**config.mk**
```make
export PLATFORM = sky130hd
export DESIGN_NAME = serial_adder
export DESIGN_NICKNAME = d
export VERILOG_FILES = /design/src/rtl/serial_adder.sv
export SDC_FILE = /design/constraint.sdc
export NUM_CORES = 1
export LEC_CHECK = 0
export CAP_MARGIN = 40
export CORE_UTILIZATION = 50
export CTS_CLUSTER_DIAMETER = 50
export DETAILED_ROUTE_END_ITERATION = 10
export DONT_BUFFER_PORTS = 1
export GPL_TIMING_DRIVEN = 0
export SLEW_MARGIN = 10
export SYNTH_ARGS = -nofsm -noshare
export SYNTH_HDL_FRONTEND = slang
export SYNTH_SLANG_ARGS = --single-unit
```
**constraint.sdc**
```tcl
create_clock -name clk -period 4.8 [get_ports clk]
set_clock_uncertainty 0.1 [all_clocks]
set_input_delay 0.96 -clock clk [delete_from_list [all_inputs] [get_ports clk]]
set_output_delay 0.96 -clock clk [all_outputs]
set_load 0.02 [all_outputs]
```
**src/rtl/serial_adder.sv**
```systemverilog
// Multi-cycle adder: adds two WIDTH-bit operands plus carry-in, DIGIT bits per clock, start/busy/done handshake.
// Optional subtract mode and signed-overflow flag when SERIAL_ADDER_SUB_EN is defined.
//
// state  | meaning
// IDLE   | waiting for start; sum/cout hold the last result
// RUN    | one DIGIT-wide add step per edge, carry registered between steps
// DONE   | one-cycle done pulse; a start here is accepted immediately
module serial_adder #(
  parameter int WIDTH = 8,
  parameter int DIGIT = 2
) (
  input  logic             clk,
  input  logic             rst_n,
  input  logic             start,
  input  logic [WIDTH-1:0] a,
  input  logic [WIDTH-1:0] b,
  input  logic             cin,
`ifdef SERIAL_ADDER_SUB_EN
  input  logic             sub,
`endif
  output logic             busy,
  output logic             done,
  output logic [WIDTH-1:0] sum,
  output logic             cout
`ifdef SERIAL_ADDER_SUB_EN
  ,
  output logic             ovf
`endif
);

  localparam int STEPS = WIDTH / DIGIT;
  localparam int CW    = (STEPS > 1) ? $clog2(STEPS) : 1;

  typedef enum logic [1:0] {
    S_IDLE,
    S_RUN,
    S_DONE
  } state_t;

  state_t           state;
  logic [WIDTH-1:0] a_sh;
  logic [WIDTH-1:0] b_sh;
  logic [WIDTH-1:0] psum;
  logic             carry;
  logic [CW-1:0]    cnt;

  logic [DIGIT:0]         step_sum;
  logic [WIDTH+DIGIT-1:0] psum_cat;
  logic [WIDTH-1:0]       psum_next;
  logic                   last_step;
  logic [WIDTH-1:0]       b_eff;
  logic                   cin_eff;
  logic                   unused_psum_low;

`ifdef SERIAL_ADDER_SUB_EN
  logic ovf_next;

  // Subtraction as a + ~b + ~cin, i.e. a - b - cin in two's complement.
  assign b_eff   = sub ? ~b : b;
  assign cin_eff = sub ? ~cin : cin;
  // Top digit sits in the low bits on the last step; same-sign operands with
  // a different-sign result is exactly carry-into-MSB xor carry-out.
  assign ovf_next = (a_sh[DIGIT-1] ~^ b_sh[DIGIT-1]) & (step_sum[DIGIT-1] ^ a_sh[DIGIT-1]);
`else
  assign b_eff   = b;
  assign cin_eff = cin;
`endif

  assign step_sum  = {1'b0, a_sh[DIGIT-1:0]} + {1'b0, b_sh[DIGIT-1:0]} + {{DIGIT{1'b0}}, carry};
  // New digit enters at the MSB end; the oldest bits fall off the bottom.
  assign psum_cat  = {step_sum[DIGIT-1:0], psum};
  assign psum_next = psum_cat[WIDTH+DIGIT-1:DIGIT];
  assign unused_psum_low = ^psum_cat[DIGIT-1:0];
  assign last_step = (cnt == CW'(STEPS - 1));

  always_ff @(posedge clk or negedge rst_n) begin
    if (!rst_n) begin
      state <= S_IDLE;
      a_sh  <= '0;
      b_sh  <= '0;
      psum  <= '0;
      carry <= 1'b0;
      cnt   <= '0;
      busy  <= 1'b0;
      done  <= 1'b0;
      sum   <= '0;
      cout  <= 1'b0;
`ifdef SERIAL_ADDER_SUB_EN
      ovf   <= 1'b0;
`endif
    end else begin
      case (state)
        S_IDLE, S_DONE: begin
          done <= 1'b0;
          if (start) begin
            a_sh  <= a;
            b_sh  <= b_eff;
            carry <= cin_eff;
            psum  <= '0;
            cnt   <= '0;
            busy  <= 1'b1;
            state <= S_RUN;
          end else begin
            busy  <= 1'b0;
            state <= S_IDLE;
          end
        end
        S_RUN: begin
          a_sh  <= a_sh >> DIGIT;
          b_sh  <= b_sh >> DIGIT;
          carry <= step_sum[DIGIT];
          psum  <= psum_next;
          cnt   <= cnt + CW'(1);
          if (last_step) begin
            sum   <= psum_next;
            cout  <= step_sum[DIGIT];
`ifdef SERIAL_ADDER_SUB_EN
            ovf   <= ovf_next;
`endif
            busy  <= 1'b0;
            done  <= 1'b1;
            state <= S_DONE;
          end
        end
        default: begin
          busy  <= 1'b0;
          done  <= 1'b0;
          state <= S_IDLE;
        end
      endcase
    end
  end

endmodule

```
# After elaboration in Yosys (flattened, before gate mapping)
# Cells that the tools add are included.
# word_totals
out_inout_bits,11
regBits,40
input_bits,20
elab_cells,41
# classes
n_addsub,3
reduce_logical,5
eq_ne,5
n_mux,18
# ops
operator,n
case mux 8 bit (2 select lines),3
2-to-1 mux 8 bit,3
case mux 2 bit (2 select lines),2
2-to-1 mux 1 bit,6
"== test 2 bit, second input constant",2
2-to-1 mux 2 bit,2
"!= test 2 bit, second input constant",2
case mux 1 bit (2 select lines),2
AND reduction 2 bit,2
adder 2 x 2 -> 3 bit,1
adder 3 x 1 -> 3 bit,1
"adder 2 x 1 -> 2 bit, second input constant",1
"== test 2 x 1 -> 1 bit, second input constant",1
zero test 2 bit,1
nonzero test 2 bit,1
OR reduction 2 bit,1

# Depth between registers and ports, before layout
# Gate-level depths: netlist of run 1.
# logic_depth
word_depth,4
ltp_mapped,5
ltp_nobuf,5

# Worst setup path after synthesis of run 1
# Ideal clock, no wire load.
# synth_path
kind,input -> register
start,input port start
end,register b_sh[3]
path_buffers,1
t_arrival_ns,1.537
setup_time_ns,0.118
setup_slack_ns,3.045
path_stages,4
cell_sequence,nor2b_1 -> buf_2 -> a22o_1 -> a21o_1
# synth_via
elab_chain_len,2
# synth_lines
element,line_no,text
"start, declared",14,"input logic start,"
!= test 2 bit (no line),--,
AND reduction 2 bit (no line),--,
"end signal, assigned",110,b_sh <= b_sh >> DIGIT;
"end, declared",42,logic [WIDTH-1:0] b_sh;
# Every way passes these cells.
# A chain may end at the register's enable or synchronous reset.

# Final worst setup path of run 1
# layout_path
start,register busy
end,output port busy
# layout_rtl
element,line_no,text
"start, declared",21,"output logic busy,"
"start signal, assigned",84,busy <= 1'b0;
"start signal, assigned",101,busy <= 1'b1;
"start signal, assigned",104,busy <= 1'b0;
# No word-level cell between the ends.

==> out/results.ini, run 1 <==
[logic_synthesis]
yosys_warnings = 0
synth_top_family_by_area = compound AO/OA/AOI/OAI gates
synth-xor-area-share_pct = 0
netlist_instances = 141
synth.distinct_cells = 26
synthAdderAreaFrac_pct = 3.11
synthMuxAreaShare_pct = 13.8
synth_area_leaders = dfrtp_1, mux2i_1, mux2_2
synth_simple_gate_area_share_pct = 9.25
syn-num-nets = 164
synth_top_area_share_pct = 53.3
ys_seq_area_share_pct = 53.3
post-synth-top-area-cell = dfrtp_1
synth-seq-cells = 36
syn_area_sq_mm = 0.00169
synth_compound_area_share_pct = 15.6
avgSynthCellArea_sq_um = 12.0

[layout]
drive_gt1_share_pct = 18.9
fin_nets = 171
diodes = 0
final-seq-area_sq_um = 901
multi_input_area_sq_um = 707
finish.instance_area_sq_mm = 0.00179
final_cell_mix = dfrtp_1, mux2i_1, nor2b_1, o21ai_0, a21oi_1
syn_to_final_growth_pct = 5.99
fillers = 273
final_common_cell = dfrtp_1

[timing]
worstMarginPinSlew_ns = 0.385
fin_tns_setup_ns = 0
clock.fmax_mhz = 508
period_share_pct = 41.0
layout_setup_ws_ns = 2.83
setup_viol = 0
hold_viol = 0
max_slew_margin_pct = 74.3
min_period_ns = 1.97
rsz0062_at_grt = no
slew_viol_final = 0

[clocking]
clock_latency_ns = 0.32
cts_setup_buffers = 0
clk_pin_slew_ns = 0.10
post_cts_resized = 0
cts_max_level = 2
cts_sinks = 36
clk_path_buf_depth = 2
cts_buffers = 5
cts_hold_buf = 0
cts_root_buffer = clkbuf_4
cts_tree = yes

[floorplanning]
core_area_sq_mm = 0.00313
die_area_sq_mm = 0.00362
die-height_microns = 60.2
rows = 20
die_w_microns = 60.2
pin_count = 31
initial_utilization_pct = 54.1

[grt]
grt_pass1_wl_microns = 5110
grtUsageTotal_pct = 19.9
antenna_found_initial = 0
grt_pass1_vias = 1097
overflow = 0
grt_max_degree = 37

[drt]
routed_wl_microns = 3060
dr_total_vias = 1089
postRouteAntennaNets = 0
drc = 0
drt-initial-drc-count = 44
wire_per_inst_microns = 15.9
viasPerCell = 5.67
drtPass1Iterations = 4

[place]
io_buffers = 0
pre_cts_ws_ns = 2.99
hpwlAfterDp_microns = 2180
placed_area_sq_mm = 0.00175
gp_congestion = 0.735

[critical_path]
critPathKind = reg -> out
critPathCaptureType = output port
cp-start-kind = flip-flop
cp.arrival_ns = 0.91
worst-path-max-fanout = 7
crit_required_ns = 3.74

[hold_path]
hold_path.class = in -> async

[power]
leakagePower_uw = 0.000817
pwr-share-seq_pct = 48.8
p_comb_share_pct = 39.3
total_power_uw = 1220
p_switching_uw = 474
switching_share_pct = 38.8
power_density_mw_per_mm2 = 682
clkPwrFrac_pct = 11.9
irDropWorstVdd_uv = 297
power_report.internal_total_uw = 749

[job]
max-cap-violations = 0

[outcome]
status = completed

[path summary, 6_finish.rpt]
| kind | start | end | slack (ns) | depth (start not counted) |
|---|---|---|---|---|
| min in group clk | b_sh[3]$_DFFE_PN0P_ | b_sh[3]$_DFFE_PN0P_ | 0.39 | 1 |
| worst max-delay path | busy$_DFFE_PN0P_ | busy | 2.83 | 0 |
| max in group asynchronous | rst_n | a_sh[5]$_DFFE_PN0P_ | 4.30 | 0 |
| worst min register to register | b_sh[3]$_DFFE_PN0P_ | b_sh[3]$_DFFE_PN0P_ | 0.39 | 1 |
| worst min-delay path | rst_n | sum[6]$_DFFE_PN0P_ | 0.21 | 0 |
| worst max register to register | a_sh[0]$_DFFE_PN0P_ | carry$_DFFE_PN0P_ | 2.99 | 5 |
[power by group through the flow]
stage	Clock (uW)	Sequential, uW	Combinational (uW)
4_1_cts	152	599	489
2_1_floorplan	0	572	406
5_1_grt	163	619	544
3_5_place_dp	0	605	487
3_3_place_gp	0	598	473
6_report	146	597	481
[sequential cells by signal (all words and copies together), names as in the netlist]
register	count
a_sh	8
b_sh	8
sum	8
psum	6
cnt	2
busy	1
carry	1
cout	1
done	1
[cells in the mapped netlist, drive strengths merged]
master,instances
dfrtp,36
mux2i,11
buf,10
mux2,10
nor2b,10
a21oi,9
o21ai,9
a211oi,8
a22o,6
inv,6
nand3,5
a221o,3
nand2,3
nor3,3
fa,2
nand2b,2
nor2,2
o2bb2ai,2
a21o,1
ha,1
nand3b,1
o22ai,1
[area by class of cell]
| cell class | instances | area share (%) |
|---|---|---|
| buffer | 10 | 3.42 |
| clock buffer | 6 | 2.30 |
| clock inverter | 1 | 0.279 |
| inverter | 6 | 1.26 |
| multi-input combinational | 89 | 39.4 |
| sequential | 36 | 50.2 |
| tap | 44 | 3.07 |
[per-stage QoR]
stage / hold slack, ns / utilization (%) / std cells
floorplan: 0.350 / - / 141
detailed placement: 0.366 / 55.8 / 185
finish: 0.214 / 57.3 / 192
global placement: 0.360 / 55.8 / 185
global route: 0.182 / 57.3 / 192
CTS: 0.193 / 57.3 / 192
[per-layer routing]
| metal | GRT usage, % | wire length, microns |
|---|---|---|
| met1 | 26.1 | 1470 |
| met2 | 30.0 | 1360 |
| met3 | 5.41 | 172 |
| met4 | 9.97 | 54 |
| met5 | 0 | 0 |
[cell families after synthesis]
kind of cell,after synthesis
mux,21
fa+ha+maj,3
compound gates,39
flops,36
simple gates,26
buf+inv,16
Power figures use the tool's default switching activity.
==> inputs of run 2 (changes only) <==
--- a/config.mk
+++ b/config.mk
@@ -5,12 +5,14 @@
 export SDC_FILE = /design/constraint.sdc
 export NUM_CORES = 1
 export LEC_CHECK = 0
+export ABC_AREA = 1
 export CAP_MARGIN = 40
 export CORE_UTILIZATION = 50
 export CTS_CLUSTER_DIAMETER = 50
 export DETAILED_ROUTE_END_ITERATION = 10
 export DONT_BUFFER_PORTS = 1
 export GPL_TIMING_DRIVEN = 0
+export PLACE_DENSITY = 0.68
 export SLEW_MARGIN = 10
 export SYNTH_ARGS = -nofsm -noshare
 export SYNTH_HDL_FRONTEND = slang
==> constraint.sdc (replaced) <==
create_clock -name clk -period 1.7 [get_ports clk]
set_clock_uncertainty 0.1 [all_clocks]
set_input_delay 0.34 -clock clk [delete_from_list [all_inputs] [get_ports clk]]
set_output_delay 0.34 -clock clk [all_outputs]
set_load 0.02 [all_outputs]
==> run 2 against run 1 <==
Net effect: critical path depth is 5 higher; worst hold slack got worse by 0.20 ns; final area rose by 5.2%; die area is 0.28% higher; area after synthesis is 0.30% higher; setup slack got worse by 2.8 ns; flip-flop and latch count is the same; cell count up 34%; sequential power grew to 2.8 times the previous value; highest routed layer unchanged.
==> out/results.ini, run 2 <==
[outcome]
status = completed  ; unchanged

[timing]
min_period_ns = 1.70
worstMarginPinSlew_ns = 0.414  ; was 0.385 ns
period_share_pct = 100
hold_viol = 0  ; unchanged
rsz0062_at_grt = yes  ; was no
slew_viol_final = 0  ; unchanged
layout_setup_ws_ns = 0.000463  ; was 2.83 ns
fin_tns_setup_ns = 0  ; unchanged
setup_viol = 0  ; unchanged
clock.fmax_mhz = 588
max_slew_margin_pct = 72.4  ; was 74.3%

[clocking]
clk_pin_slew_ns = 0.11  ; was 0.10 ns
clk_path_buf_depth = 2  ; unchanged
cts_buffers = 5  ; unchanged
cts_tree = yes  ; unchanged
cts_sinks = 36  ; unchanged
clock_latency_ns = 0.35  ; was 0.32 ns
cts_root_buffer = clkbuf_4  ; unchanged
cts_max_level = 2  ; unchanged

[critical_path]
crit_required_ns = 1.85  ; was 3.74 ns
critPathKind = reg -> reg  ; was reg -> out
critPathCaptureType = flip-flop  ; was output port
r2r_slack_ns = 0.0005  ; was 2.99 ns
cp.arrival_ns = 1.85  ; was 0.91 ns
worst-path-max-fanout = 2  ; was 7
cp-start-kind = flip-flop  ; unchanged
crit_start = carry$_DFFE_PN0P_  ; was busy$_DFFE_PN0P_
r2r-start = carry$_DFFE_PN0P_  ; was a_sh[0]$_DFFE_PN0P_

[floorplanning]
die_w_microns = 60.3  ; was 60.2 microns
die_area_sq_mm = 0.00363  ; was 0.00362 sq mm
initial_utilization_pct = 54.2  ; was 54.1%
rows = 20  ; unchanged
die-height_microns = 60.3  ; was 60.2 microns
core_area_sq_mm = 0.00313  ; unchanged
pin_count = 31  ; unchanged

[logic_synthesis]
synth.distinct_cells = 19  ; was 26
synth_simple_gate_area_share_pct = 23.9  ; was 9.25%
synthAdderAreaFrac_pct = 3.10  ; was 3.11%
netlist_instances = 202  ; was 141
yosysMostFrequentCell = nand2_1  ; was dfrtp_1
syn_area_sq_mm = 0.00170  ; was 0.00169 sq mm
avgSynthCellArea_sq_um = 8.40  ; was 12.0 sq um
synth_edf_count = 0  ; unchanged
synth_top_family_by_area = simple AND/OR/NAND/NOR gates  ; was compound AO/OA/AOI/OAI gates
synth_area_leaders = dfrtp_1, nand2_1, inv_1  ; was dfrtp_1, mux2i_1, mux2_2
ys_seq_area_share_pct = 53.1  ; was 53.3%
post-synth-top-area-cell = dfrtp_1  ; unchanged
synthFlopType = dfrtp_1  ; unchanged
syn-num-nets = 225  ; was 164
synth-xor-area-share_pct = 0  ; unchanged
synthMuxAreaShare_pct = 0  ; was 13.8%
synth-seq-cells = 36  ; unchanged
synth_top_area_share_pct = 53.1  ; was 53.3%
async_reset_ff_share_pct = 100  ; unchanged
ys_top_cells_by_count = nand2_1, inv_1, dfrtp_1  ; was dfrtp_1, mux2i_1, nor2b_1
yosys_warnings = 0  ; unchanged
synth_compound_area_share_pct = 8.19  ; was 15.6%

[power]
power_density_mw_per_mm2 = 2170  ; was 682 mW/mm^2
leakagePower_uw = 0.00103  ; was 0.000817 uW
irDropWorstVdd_uv = 744  ; was 297 uV

[grt]
grt_max_degree = 37  ; unchanged
antenna_found_initial = 0  ; unchanged
overflow = 0  ; unchanged
grtUsageTotal_pct = 22.2  ; was 19.9%
grt_pass1_vias = 1293  ; was 1097
grt_pass1_wl_microns = 5690  ; was 5110 microns

[drt]
drtPass1Iterations = 4  ; unchanged
drc = 0  ; unchanged
viasPerCell = 5.00  ; was 5.67
routed_wl_microns = 3290  ; was 3060 microns
postRouteAntennaNets = 0  ; unchanged
dr_total_vias = 1291  ; was 1089
wire_per_inst_microns = 12.8  ; was 15.9 microns
drt-initial-drc-count = 70  ; was 44

[layout]
final_cell_mix = nand2_1, inv_1, dfrtp_1, nand3_1  ; was dfrtp_1, mux2i_1, nor2b_1, o21ai_0, a21oi_1
final_common_cell = nand2_1  ; was dfrtp_1
diodes = 0  ; unchanged
final_util_pct = 60.3  ; was 57.3%
final_cells = 258  ; was 192
fin_nets = 236  ; was 171
drive_gt1_share_pct = 17.8  ; was 18.9%
syn_to_final_growth_pct = 11.2  ; was 5.99%
reg_top3 = a_sh: 8 flops, b_sh: 8 flops, sum: 8 flops  ; unchanged

[place]
placed_cells = 246  ; was 185
pre_cts_ws_ns = -0.0726  ; was 2.99 ns
hpwlAfterDp_microns = 2410  ; was 2180 microns
gp_congestion = 0.769  ; was 0.735
io_buffers = 0  ; unchanged

[hold_path]
hold_path.class = in -> reg  ; was in -> async
worstHoldStart = b[6]

[job]
max-cap-violations = 0  ; unchanged

-- run 2: cell count changes after synthesis, sizes merged, moves of 10 or more --
cell	delta
mux2	-10
nand3	+20
inv	+36
nor2b	-10
nand2	+61
mux2i	-11
o21ai	+11
-- run 2: final cells by class --
cell class | count | area, sq um
clock inverter | 2 | 35.0
timing repair buffer | 4 | 45.0
sequential | 36 | 903
tap | 44 | 55.1
clock buffer | 6 | 41.3
buffer | 7 | 41.3
inverter | 42 | 158
multi-input combinational | 117 | 608
fill | 297 | 1240
-- run 2: power by group --
| group | internal (uW) | total (uW) | leakage, uW | switching [uW] |
|---|---|---|---|---|
| registers | 1270 | 1660 | 0.000449 | 392 |
| clock network | 308 | 586 | 0.0000422 | 278 |
| logic | 738 | 1860 | 0.000538 | 1120 |
-- run 2: kinds of logic after synthesis --
logic type / count (synthesis)
compound gates: 21
fa+ha+maj: 3
buf+inv: 49
simple gates: 93
flops: 36
-- run 2: worst paths after layout --
path	endpoint	depth (start not counted)
max	psum[7]$_DFFE_PN0P_	5
min in group asynchronous	sum[0]$_DFFE_PN0P_	2
min reg2reg	cnt[0]$_DFFE_PN0P_	1
max reg2reg	psum[7]$_DFFE_PN0P_	5
max in group asynchronous	done$_DFFE_PN0P_	2
min	b_sh[6]$_DFFE_PN0P_	2
-- run 2: metal layers --
metal / wire, microns / track usage [%] / part of all wire, %
met1: 1490 / 26.0 / 45
met2: 1590 / 37.0 / 48
met4: 79 / 12.0 / 2.4
met5: 0 / 0 / 0
met3: 136 / 5.63 / 4.1
-- run 2: timing repair --
action	4_1_cts	5_1_grt
setup buffers	1	1
gates resized for setup	1	3
hold endpoints to repair	36	0
hold buffers	2	0
endpoints found under the setup margin	1	13
cloned	0	0
pin swaps	1	1
-- run 2: critical path: stages (launching register included) --
cell and delay (ns):
dfrtp_1 0.37, inv_2 0.05, fa_2 0.38, fa_2 0.55
or2_4 0.11, o21ai_2 0.04
-- run 2: through the flow --
step                hold WS (ns)  area (sq um)  power [uW]
floorplan                -0.0556          1700        3010
global placement         -0.0548          1760        3320
detailed placement       -0.0549          1760        3430
CTS                      0.00331          1870        4110
global route              0.0255          1890        4480
finish                   0.00937          1890        4100
==> inputs of run 3 (changes only) <==
--- a/config.mk
+++ b/config.mk
@@ -7,12 +7,14 @@
 export LEC_CHECK = 0
 export ABC_AREA = 1
 export CAP_MARGIN = 40
-export CORE_UTILIZATION = 50
+export CELL_PAD_IN_SITES_DETAIL_PLACEMENT = 1
+export CELL_PAD_IN_SITES_GLOBAL_PLACEMENT = 2
+export CORE_UTILIZATION = 33
 export CTS_CLUSTER_DIAMETER = 50
 export DETAILED_ROUTE_END_ITERATION = 10
 export DONT_BUFFER_PORTS = 1
 export GPL_TIMING_DRIVEN = 0
-export PLACE_DENSITY = 0.68
+export PLACE_DENSITY_LB_ADDON = 0.1
 export SLEW_MARGIN = 10
 export SYNTH_ARGS = -nofsm -noshare
 export SYNTH_HDL_FRONTEND = slang
==> run 3 against run 2 <==
Net effect: worst hold slack better by 0.070 ns; clock power rose by 26%; largest power group unchanged; critical endpoint unchanged; setup slack better by 0.0018 ns; clock-buffer cell count did not move.
==> out/results.ini, run 3 (synthesized netlist as in run 2, its figures left out) <==
[clocking]
clk_pin_slew_ns = 0.08  ; was 0.11 ns
cts_root_buffer = clkbuf_8  ; was clkbuf_4
cts_tree = yes  ; unchanged
cts_sinks = 36  ; unchanged
clock_latency_ns = 0.29  ; was 0.35 ns
cts_max_level = 2  ; unchanged
clk_path_buf_depth = 2  ; unchanged
cts_buffers = 5  ; unchanged

[drt]
dr_total_vias = 1290  ; was 1291
postRouteAntennaNets = 0  ; unchanged
wire_per_inst_microns = 13.9  ; was 12.8 microns
viasPerCell = 4.56  ; was 5.00
routed_wl_microns = 3930  ; was 3290 microns
drt-initial-drc-count = 78  ; was 70
drc = 0  ; unchanged
drtPass1Iterations = 4  ; unchanged

[timing]
min_period_ns = 1.70  ; about the same
worstMarginPinSlew_ns = 0.449  ; was 0.414 ns
hold_viol = 0  ; unchanged
setup_viol = 0  ; unchanged
clock.fmax_mhz = 589  ; was 588 MHz
max_slew_margin_pct = 70.0  ; was 72.4%
rsz0062_at_grt = yes  ; unchanged
period_share_pct = 99.9  ; was 100%
slew_viol_final = 0  ; unchanged

[layout]
reg_top3 = a_sh: 8 flops, b_sh: 8 flops, sum: 8 flops  ; unchanged
fin_nets = 238  ; was 236
final_cell_mix = nand2_1, inv_1, dfrtp_1, nand3_1  ; unchanged
final_cells = 283  ; was 258
drive_gt1_share_pct = 19.0  ; was 17.8%
diodes = 0  ; unchanged
final_common_cell = nand2_1  ; unchanged
fillers = 591  ; was 297
syn_to_final_growth_pct = 15.6  ; was 11.2%

[floorplanning]
initial_utilization_pct = 35.0  ; was 54.2%
die_w_microns = 73.7  ; was 60.3 microns
core_area_sq_mm = 0.00485  ; was 0.00313 sq mm
rows = 25  ; was 20
die_area_sq_mm = 0.00543  ; was 0.00363 sq mm
pin_count = 31  ; unchanged
die-height_microns = 73.7  ; was 60.3 microns

[critical_path]
crit_path_frequent_cell = fa_2  ; unchanged
cp_num_buf_inv = 1  ; unchanged
worst-path-max-fanout = 2  ; unchanged
r2r_slack_ns = 0.002  ; was 0.0005 ns
crit_start = a_sh[0]$_DFFE_PN0P_  ; was carry$_DFFE_PN0P_
cp.arrival_ns = 1.78  ; was 1.85 ns
max_stage_delay_ns = 0.54  ; was 0.55 ns
cp-start-kind = flip-flop  ; unchanged
critPathCaptureType = flip-flop  ; unchanged
crit_required_ns = 1.78  ; was 1.85 ns
crit_chain = inv_2, fa_2, fa_2, or2_4, o21ai_2  ; unchanged
critPathKind = reg -> reg  ; unchanged
cp_top_family = adder cells  ; unchanged
cpMaxStageDelayCell = fa_2  ; unchanged
r2r-start = a_sh[0]$_DFFE_PN0P_  ; was carry$_DFFE_PN0P_

[grt]
grt_pass1_vias = 1370  ; was 1293
grt_pass1_wl_microns = 6620  ; was 5690 microns
overflow = 0  ; unchanged
grt_max_degree = 37  ; unchanged
grtUsageTotal_pct = 16.5  ; was 22.2%
antenna_found_initial = 0  ; unchanged

[place]
io_buffers = 0  ; unchanged
gp_congestion = 0.766  ; was 0.769
hpwlAfterDp_microns = 2870  ; was 2410 microns
placed_cells = 269  ; was 246

[hold_path]
hold_path.class = in -> reg  ; unchanged
worstHoldStart = a[7]  ; was b[6]

[power]
p_switching_uw = 1860  ; was 1790 uW
power_density_mw_per_mm2 = 2210  ; was 2170 mW/mm^2
clkPwrFrac_pct = 17.1  ; was 14.3%
total_power_uw = 4330  ; was 4100 uW
switching_share_pct = 43.0  ; was 43.6%
leakagePower_uw = 0.00105  ; was 0.00103 uW
p_comb_share_pct = 44.5  ; was 45.2%
pwr-share-seq_pct = 38.4  ; was 40.5%
power_report.internal_total_uw = 2470  ; was 2320 uW
irDropWorstVdd_uv = 710  ; was 744 uV

[outcome]
status = completed  ; unchanged

[job]
max-cap-violations = 0  ; unchanged

## run 3: cell count changes in the layout (fill, tap and decap cells not counted), sizes merged
cell  change
buf       +2
## run 3: cell type report
cell class | instances | area, sq um | share of cell area, %
Clock inverter | 2 | 35.0 | 1.79
Tap cell | 67 | 83.8 | 4.27
Buffer | 7 | 41.3 | 2.10
Multi-Input combinational cell | 117 | 608 | 31.0
Sequential cell | 36 | 903 | 46.0
Clock buffer | 6 | 72.6 | 3.70
Timing Repair Buffer | 6 | 60.1 | 3.06
Inverter | 42 | 158 | 8.04
## run 3: timing repair
action,4_1_cts,5_1_grt
setup buffers,3,1
pin swaps,2,0
cloned,0,0
resized for setup,2,3
setup endpoints to repair,2,20
endpoints found under the hold margin,36,0
hold buffers,2,0
## run 3: power groups by stage
stage | sequential [uW] | combinational [uW] | clock, uW
6_report | 1660 | 1930 | 741
5_1_grt | 1720 | 2220 | 809
4_1_cts | 1660 | 1960 | 764
3_5_place_dp | 1680 | 1820 | 0
3_3_place_gp | 1660 | 1750 | 0
2_1_floorplan | 1600 | 1400 | 0
## run 3: layer usage
| metal | wire [microns] | track usage (%) |
|---|---|---|
| met1 | 1780 | 20.6 |
| met2 | 1950 | 28.6 |
| met3 | 168 | 4.12 |
| met4 | 34 | 3.85 |
| met5 | 0 | 0 |
## run 3: worst reg2reg max path, delay by kind of cell, from the launching register on
family,cells,cell delay [ns]
adders and majority gates,2,0.92
DFF,1,0.37
and+or+nand+nor,1,0.11
buffers and inverters,1,0.05
AOI/OAI and AO/OA,1,0.04
## run 3: path summary, 6_finish.rpt
| kind | to | cells after the start |
|---|---|---|
| hold reg to reg | b_sh[2]$_DFFE_PN0P_ | 2 |
| setup / recovery | psum[7]$_DFFE_PN0P_ | 5 |
| min in group asynchronous | psum[7]$_DFFE_PN0P_ | 2 |
| setup reg to reg | psum[7]$_DFFE_PN0P_ | 5 |
| hold / removal | a_sh[7]$_DFFE_PN0P_ | 2 |
| max in group asynchronous | busy$_DFFE_PN0P_ | 2 |
## run 3: through the flow
stage	hold slack [ns]	instance area, sq um	util (%)	setup TNS (ns)	worst slack (ns)
global route	0.0768	1960	40.5	-0.0985	-0.0511
CTS	0.0733	1950	40.2	-0.0198	-0.0198
detailed placement	-0.0547	1790	36.8	-0.0818	-0.0818
global placement	-0.0548	1790	36.8	-0.0704	-0.0704
floorplan	-0.0556	1700	-	-0.00518	-0.00518
finish	0.0798	1960	40.5	0	0.00228
